## config.mk

```make
export PLATFORM = sky130hd
export DESIGN_NAME = reg_file_mp
export DESIGN_NICKNAME = d
export VERILOG_FILES = /design/src/rtl/reg_file_mp.sv
export SDC_FILE = /design/constraint.sdc
export NUM_CORES = 2
export LEC_CHECK = 0
export CORE_ASPECT_RATIO = 0.9
export CORE_MARGIN = 2
export CORE_UTILIZATION = 30
export CTS_CLUSTER_DIAMETER = 100
export CTS_CLUSTER_SIZE = 28
export DETAILED_ROUTE_END_ITERATION = 8
export HOLD_SLACK_MARGIN = 0.03
export SLEW_MARGIN = 5
export SYNTH_ARGS = -nofsm -noshare
export SYNTH_HDL_FRONTEND = slang
export SYNTH_SLANG_ARGS = --single-unit
```

## constraint.sdc

```tcl
create_clock -name clk -period 5.8 [get_ports clk]
set_clock_uncertainty 0.15 [all_clocks]
set_input_delay 1.74 -clock clk [delete_from_list [all_inputs] [get_ports clk]]
set_output_delay 1.74 -clock clk [all_outputs]
set_load 0.02 [all_outputs]
```

## src/rtl/reg_file_mp.sv

```systemverilog
// reg_file_mp: multi-port general-purpose register file with busy scoreboard.
//
// Two write lanes (lane 1 has priority on an address collision), two
// combinational read ports with optional same-cycle write bypass, an optional
// hardwired zero register and one busy bit per register. A synchronous reset
// clears every register and every busy bit.
//
// Ports:
//   clk, rst                     clock, synchronous active-high reset
//   wen0, waddr0, wdata0         write lane 0
//   wen1, waddr1, wdata1         write lane 1 (wins when both lanes hit one address)
//   raddr1/rdata1, raddr2/rdata2 combinational read ports
//   bset_en, bset_addr           mark a register busy (producer issued)
//   busy1, busy2                 scoreboard state of raddr1 / raddr2
module reg_file_mp #(
    parameter int unsigned DATA_WIDTH = 32,
    parameter int unsigned ADDR_WIDTH = 5,
    parameter int unsigned ZERO_REG   = 1,
    parameter int unsigned BYPASS     = 1
) (
    input  logic                  clk,
    input  logic                  rst,
    input  logic                  wen0,
    input  logic [ADDR_WIDTH-1:0] waddr0,
    input  logic [DATA_WIDTH-1:0] wdata0,
    input  logic                  wen1,
    input  logic [ADDR_WIDTH-1:0] waddr1,
    input  logic [DATA_WIDTH-1:0] wdata1,
    input  logic [ADDR_WIDTH-1:0] raddr1,
    input  logic [ADDR_WIDTH-1:0] raddr2,
    output logic [DATA_WIDTH-1:0] rdata1,
    output logic [DATA_WIDTH-1:0] rdata2,
    input  logic                  bset_en,
    input  logic [ADDR_WIDTH-1:0] bset_addr,
    output logic                  busy1,
    output logic                  busy2
);

    localparam int unsigned DEPTH = 2 ** ADDR_WIDTH;

    logic [DATA_WIDTH-1:0] mem_q [DEPTH];
    logic [DEPTH-1:0]      busy_q;
    logic [DEPTH-1:0]      busy_d;

    // A write or busy-set aimed at the hardwired zero register is dropped.
    logic we0;
    logic we1;
    logic bset_ok;

    assign we0     = wen0 && ((waddr0 != '0) || (ZERO_REG == 0));
    assign we1     = wen1 && ((waddr1 != '0) || (ZERO_REG == 0));
    assign bset_ok = bset_en && ((bset_addr != '0) || (ZERO_REG == 0));

    // Lane 1 is written after lane 0 so it wins an address collision.
    always_ff @(posedge clk) begin
        if (rst) begin
            for (int unsigned i = 0; i < DEPTH; i++) begin
                mem_q[i] <= '0;
            end
        end else begin
            if (we0) begin
                mem_q[waddr0] <= wdata0;
            end
            if (we1) begin
                mem_q[waddr1] <= wdata1;
            end
        end
    end

    // Retiring writes clear busy bits; a same-cycle set is applied last so a
    // newly issued producer supersedes the one retiring.
    always_comb begin
        busy_d = busy_q;
        if (we0) begin
            busy_d[waddr0] = 1'b0;
        end
        if (we1) begin
            busy_d[waddr1] = 1'b0;
        end
        if (bset_ok) begin
            busy_d[bset_addr] = 1'b1;
        end
    end

    always_ff @(posedge clk) begin
        if (rst) begin
            busy_q <= '0;
        end else begin
            busy_q <= busy_d;
        end
    end

    // Read ports share one implementation; index 0 is port 1, index 1 is port 2.
    logic [1:0][ADDR_WIDTH-1:0] raddr_p;
    logic [1:0][DATA_WIDTH-1:0] rdata_p;
    logic [1:0]                 busy_p;

    assign raddr_p[0] = raddr1;
    assign raddr_p[1] = raddr2;

    for (genvar p = 0; p < 2; p++) begin : g_rd
        logic zero_sel;
        logic whit0;
        logic whit1;
        logic byp0;
        logic byp1;

        assign zero_sel = (ZERO_REG != 0) && (raddr_p[p] == '0);
        assign whit0    = we0 && (waddr0 == raddr_p[p]);
        assign whit1    = we1 && (waddr1 == raddr_p[p]);
        assign byp0     = (BYPASS != 0) && whit0;
        assign byp1     = (BYPASS != 0) && whit1;

        assign rdata_p[p] = zero_sel ? '0     :
                            byp1     ? wdata1 :
                            byp0     ? wdata0 :
                                       mem_q[raddr_p[p]];

        // A forwarded value is already the retiring result, so it is not busy.
        assign busy_p[p] = !zero_sel && busy_q[raddr_p[p]] && !(byp0 || byp1);
    end

    assign rdata1 = rdata_p[0];
    assign rdata2 = rdata_p[1];
    assign busy1  = busy_p[0];
    assign busy2  = busy_p[1];

endmodule

```

* After elaboration in Yosys (flattened, before gate mapping)
Memory sizes are Yosys's and may differ from the RTL's. Index checks and enable logic that the tools add are counted.
Word-level totals: bits in registers 32, RAM bits 1024, bits of input ports 94, output and inout port bits 66, word-level logic and storage cells 79, memories kept 1
Memories:
- mem_q | depth 32, width 32, read ports 2, clocked after memory_dff 0, wr ports 32, RTL line 41 | logic [DATA_WIDTH-1:0] mem_q [DEPTH];
Cells by class: $lt $le $gt $ge 8, equal/unequal tests 4, multiplexer cells 33, bitwise gates (word level) 5, reduce and logical (&&, ||, !) cells 27
Operators by type and width (count):
- $mux W32 | 11
- $and A32 B32 Y32 | 2
- $not A32 Y32 | 2
- $reduce_or A32 Y1 | 2
- $or A32 B32 Y32 | 1
- $lt A5 B6 Y1 const B | 5
- $eq A5 B5 Y1 | 4
- $demux W1 S5 | 3
- $ge A5 B1 Y1 const B | 3
- $mux W1 | 15
- $reduce_bool A5 Y1 | 3
- $logic_and A1 B1 Y1 | 14
- $bmux W1 S5 | 2
- $logic_not A5 Y1 | 2
- $mux W5 | 2
- $logic_not A1 Y1 | 4
- $logic_or A1 B1 Y1 | 2

* Depth between registers and ports, before layout
word-level depth 11, mapped depth 10, mapped depth without buffers 5

* Least setup slack after synthesis
No wires, ideal clock.
kind input -> output, start point input port waddr0[2], end point output port rdata2[21], data arrival time 3.670 ns, data required time 3.910 ns, path slack 0.240 ns, cell stages on the path 9, path buffers 4, cells stage by stage buf_6 > or3_1 > buf_6 > o31ai_4 > nor4_1 > or3b_1 > buf_6 > buf_6 > o221ai_1
On the way: longest elaborated chain between the ends 6, elaborated cells between the ends (all ways) 7, classes of those cells eq/ne (1); mux (3); reduce/logical (3)
RTL lines:
- start: declaration | RTL line 24 | input logic [ADDR_WIDTH-1:0] waddr0,
- $reduce_bool A5 Y1 | RTL line 50 | assign we0 = wen0 && ((waddr0 != '0) || (ZERO_REG == 0));
- $logic_and A1 B1 Y1 | RTL line 50
- $logic_and A1 B1 Y1 * | RTL line 109 | assign whit0 = we0 && (waddr0 == raddr_p[p]);
- $mux W32 * | RTL line 116 | byp0 ? wdata0 :
- $mux W32 * | RTL line 115 | byp1 ? wdata1 :
- $mux W32 * | RTL line 114 | assign rdata_p[p] = zero_sel ? '0 :
- end: declaration | RTL line 32 | output logic [DATA_WIDTH-1:0] rdata2,
Mark *: on every way between the ends. The rest lies on a longest branch, timed or not.

* Worst setup path after layout
start point input port raddr1[0], end point output port rdata1[26]
On the way: longest elaborated chain between the ends 5, elaborated cells between the ends (all ways) 9, classes of those cells eq/ne (2); mux (3); reduce/logical (3); memory (1)
RTL lines:
- start: declaration | RTL line 29 | input logic [ADDR_WIDTH-1:0] raddr1,
- branches (longest 4 deep; another with $mem_v2 Z32 W32)
- $mux W32 * | RTL line 114
- end: declaration | RTL line 31 | output logic [DATA_WIDTH-1:0] rdata1,
Mark *: on every way between the ends.

==> metrics.yaml <==
grt:
  use_met1_pct: 31.88
  grt_pass1_wl_microns: 385900
  gr-max-usage-layer: "met2"
  grt_max_degree: 55
  use_met2_pct: 39.99
  grt_use_met3_pct: 8.553
  antenna_found_initial: 11
  grt_pass1_vias: 48490
  grt-ovfl-total: 0
  grt_use_total_pct: 26.27
die:
  initial_core_util_pct: 30.10
  ios: 160
  die_h_microns: 434.7
  core_area_sq_um: 205400
  die-area_sq_um: 209700
  fp.dieW_microns: 482.5
  fp-row-count: 158
setup_path:
  crit_fanout: 12
  critPathLaunchType: "input port"
  cp_num_buf_inv: 5
  r2r_end: "busy_q[25]"
  critPathSlowestCell: "mux4_2"
  reg2reg_slack_ns: 4.90
  rr_startpoint: "busy_q[25]"
  critPathTopFamily: "buffers and inverters"
  r2r_cells: 2
  cp.depth: 9
  critPathLaunch: "raddr1[0]"
  endpoint_kind: "primary output"
  crit_top_cell: "buf_4"
  cpPeakStageDelay_ns: 0.55
  required_ns: 3.91
  arrival_ns: 3.96
  crit_end: "rdata1[26]"
  path_cells: "buf_8 > buf_6 > buf_12 > buf_4 > mux4_2 > a21oi_1 > a22o_1 > o221ai_1 > buf_4"
  crit_type: "input port to primary output"
logic_synthesis:
  synth_area_sq_um: 61830
  avgSynthCellArea_sq_um: 13.48
  synth_warnings: 0
  synth_top_cells_by_count: "1054 x a22o_1, 1024 x edfxtp_1, 462 x clkbuf_1"
  yosys.cell_count.top_type: "a22o_1"
  ys_ff_latch: 1056
  synth_top_area_share_pct: 49.74
  yosys-top-cells-area: "edfxtp_1 50%, a22o_1 15%, mux4_2 12%"
  ys.flop_type: "edfxtp_1"
  synth_top_cell_by_area: "edfxtp_1"
  synth.distinct_cells: 53
  async_reset_ff_share_pct: 0
  synth_edf_count: 1024
  syn_inst: 4586
  ys_seq_area_share_pct: 50.77
cells_and_area:
  drive_above_1_share_pct: 28.42
  fillCellCount: 19480
  fin_nets: 4739
  areaGrowthSynthToFinish_pct: 17.19
sta:
  setup_viol: 3
  tns_ns: -0.1054
  worstMarginPinSlew_ns: 1.364
  maxClockFrequency_mhz: 170.9
  slew_headroom_pct: 9.041
  hold_violations: 0
  setup_slack_ns: -0.05267
  slew_violations: 0
  grt_setup_unrepaired: "true"
  min_period_ns: 5.853
  fin_crit_sh_pct: 100.9
power_and_ir_drop:
  vdd.ir_drop.worst_mv: 0.2325
  p_leak_nw: 24.60
  power_density_nw_per_um2: 228.3
job:
  maxCapViolations: 0
place:
  dpl.hpwl_microns: 166900
  routabilityCongestion: 0.9110
  pre_cts_slack_ns: -0.5333
  port_buffers: 159
route:
  vias: 49240
  via_per_inst: 6.671
  dr.pass1.iters: 6
  drt_wl_total_microns: 284300
  wl_per_cell_microns: 38.52
  dr.first_iter.drc_count: 7902
  antenna_left: 0
  post-route-drc-count: 0
cts:
  cts_buffer_depth: 3
  clock_sinks: 1056
  worstSkewPairLatency_ns: 0.66
  cts_root_buffer: "clkbuf_16"
  tritoncts: "built"
  clk_pin_slew_ns: 0.11
  ctsHoldBuffers: 0
  cts_made_buffers: 46
  ctsHtreeMaxLevel: 2
run_status:
  violations: "setup timing"
  status: "complete, but fails checks"
worst_hold_path:
  min_path_type: "register to register"
  min_from: "busy_q[6]"
[cells by family (layout without fill, tap and decap cells)]
family | after synthesis | after routing | synth area share [%]
AOI/OAI and AO/OA | 1585 | 1585 | 21.26
muxes | 792 | 792 | 19.64
and+or+nand+nor | 384 | 385 | 2.916
DFF | 1056 | 1056 | 50.77
other | 1 | 38 | 0.006065
xor gates and xnor gates | 20 | 20 | 0.2833
buffers and inverters | 748 | 785 | 5.122
[power by group]
group | switching, W | total (W) | internal [W]
Combinational | 0.00201 | 0.00338 | 0.00137
Clock | 0.00260 | 0.00411 | 0.00151
Sequential | 0.000228 | 0.00905 | 0.00883
[worst register-to-register path: stages (launching register included)]
cell      delay (ns)
dfxtp_1         0.36
o221ai_1        0.12
a21oi_1         0.20
[what timing repair did]
item / CTS / global route
pin swaps: 16 / 23
resized for setup: 157 / 102
buffers inserted: 17 / 10
setup endpoints to repair: 66 / 66
gates cloned: 10 / 0
[per-stage QoR]
stage | utilization (%) | cells | hold WS, ns | total power (W) | area (sq um)
global placement | 33.86 | 7281 | 0.3126 | 0.01230 | 69550
detailed placement | 33.86 | 7281 | 0.3254 | 0.01236 | 69550
global route | 35.27 | 7378 | 0.3704 | 0.01687 | 72450
floorplan | - | 4617 | 0.2930 | 0.01091 | 61940
CTS | 34.97 | 7365 | 0.3417 | 0.01638 | 71830
finish | 35.27 | 7381 | 0.3410 | 0.01654 | 72450
[flip-flops by register name (all words and copies together), names as in the netlist]
register  flops
busy_q       32
mem_q      1024
[per-layer routing]
| metal | wire (microns) | vias to the layer above | share of wire (%) |
|---|---|---|---|
| li1 | - | 19160 | - |
| met4 | 22200 | 8 | 7.8 |
| met3 | 37980 | 981 | 13 |
| met2 | 124400 | 4030 | 44 |
| met1 | 99640 | 25060 | 35 |
| met5 | 98 | - | 0.034 |
[area by class of cell]
cell class / count / area (sq um) / area share [%]
tap: 2720 / 3403 / 4.697
sequential: 1056 / 31390 / 43.32
clock buffer: 49 / 1184 / 1.634
inverter: 52 / 195.2 / 0.2694
timing repair buffer: 675 / 7171 / 9.897
clock inverter: 9 / 117.6 / 0.1623
multi-input combinational: 2814 / 28980 / 40.00
antenna: 6 / 15.01 / 0.02072
[worst min path at each step]
stage          slack, ns  cells past startpoint    endpoint
6_report            0.34                      2   busy_q[6]
5_1_grt             0.37                      1   busy_q[0]
4_1_cts             0.34                      2   busy_q[6]
3_5_place_dp        0.33                      2  busy_q[18]
3_3_place_gp        0.31                      2  busy_q[31]
2_1_floorplan       0.29                      2  busy_q[31]
[cells in the final DEF (no fill, tap or decap), types with 25 or more instances in the layout]
cell / synthesis / final
o221ai_2: 4 / 72
o21ai_0: 72 / 68
edfxtp_1: 1024 / 1024
a31oi_1: 64 / 54
mux4_2: 328 / 328
nand2_1: 163 / 157
buf_12: 0 / 117
conb_1: 1 / 32
a22o_1: 1054 / 1026
inv_1: 50 / 49
buf_4: 24 / 432
nor3_2: 2 / 52
a21oi_1: 76 / 64
clkdlybuf4s50_1: 0 / 72
o221ai_4: 0 / 28
a22o_2: 0 / 25
a221oi_1: 62 / 60
mux2_2: 88 / 88
nor2_1: 57 / 42
clkbuf_16: 0 / 47
mux2i_1: 376 / 374
dfxtp_1: 32 / 32
o221ai_1: 215 / 119
Note: power is estimated with default switching activity, not from simulation.
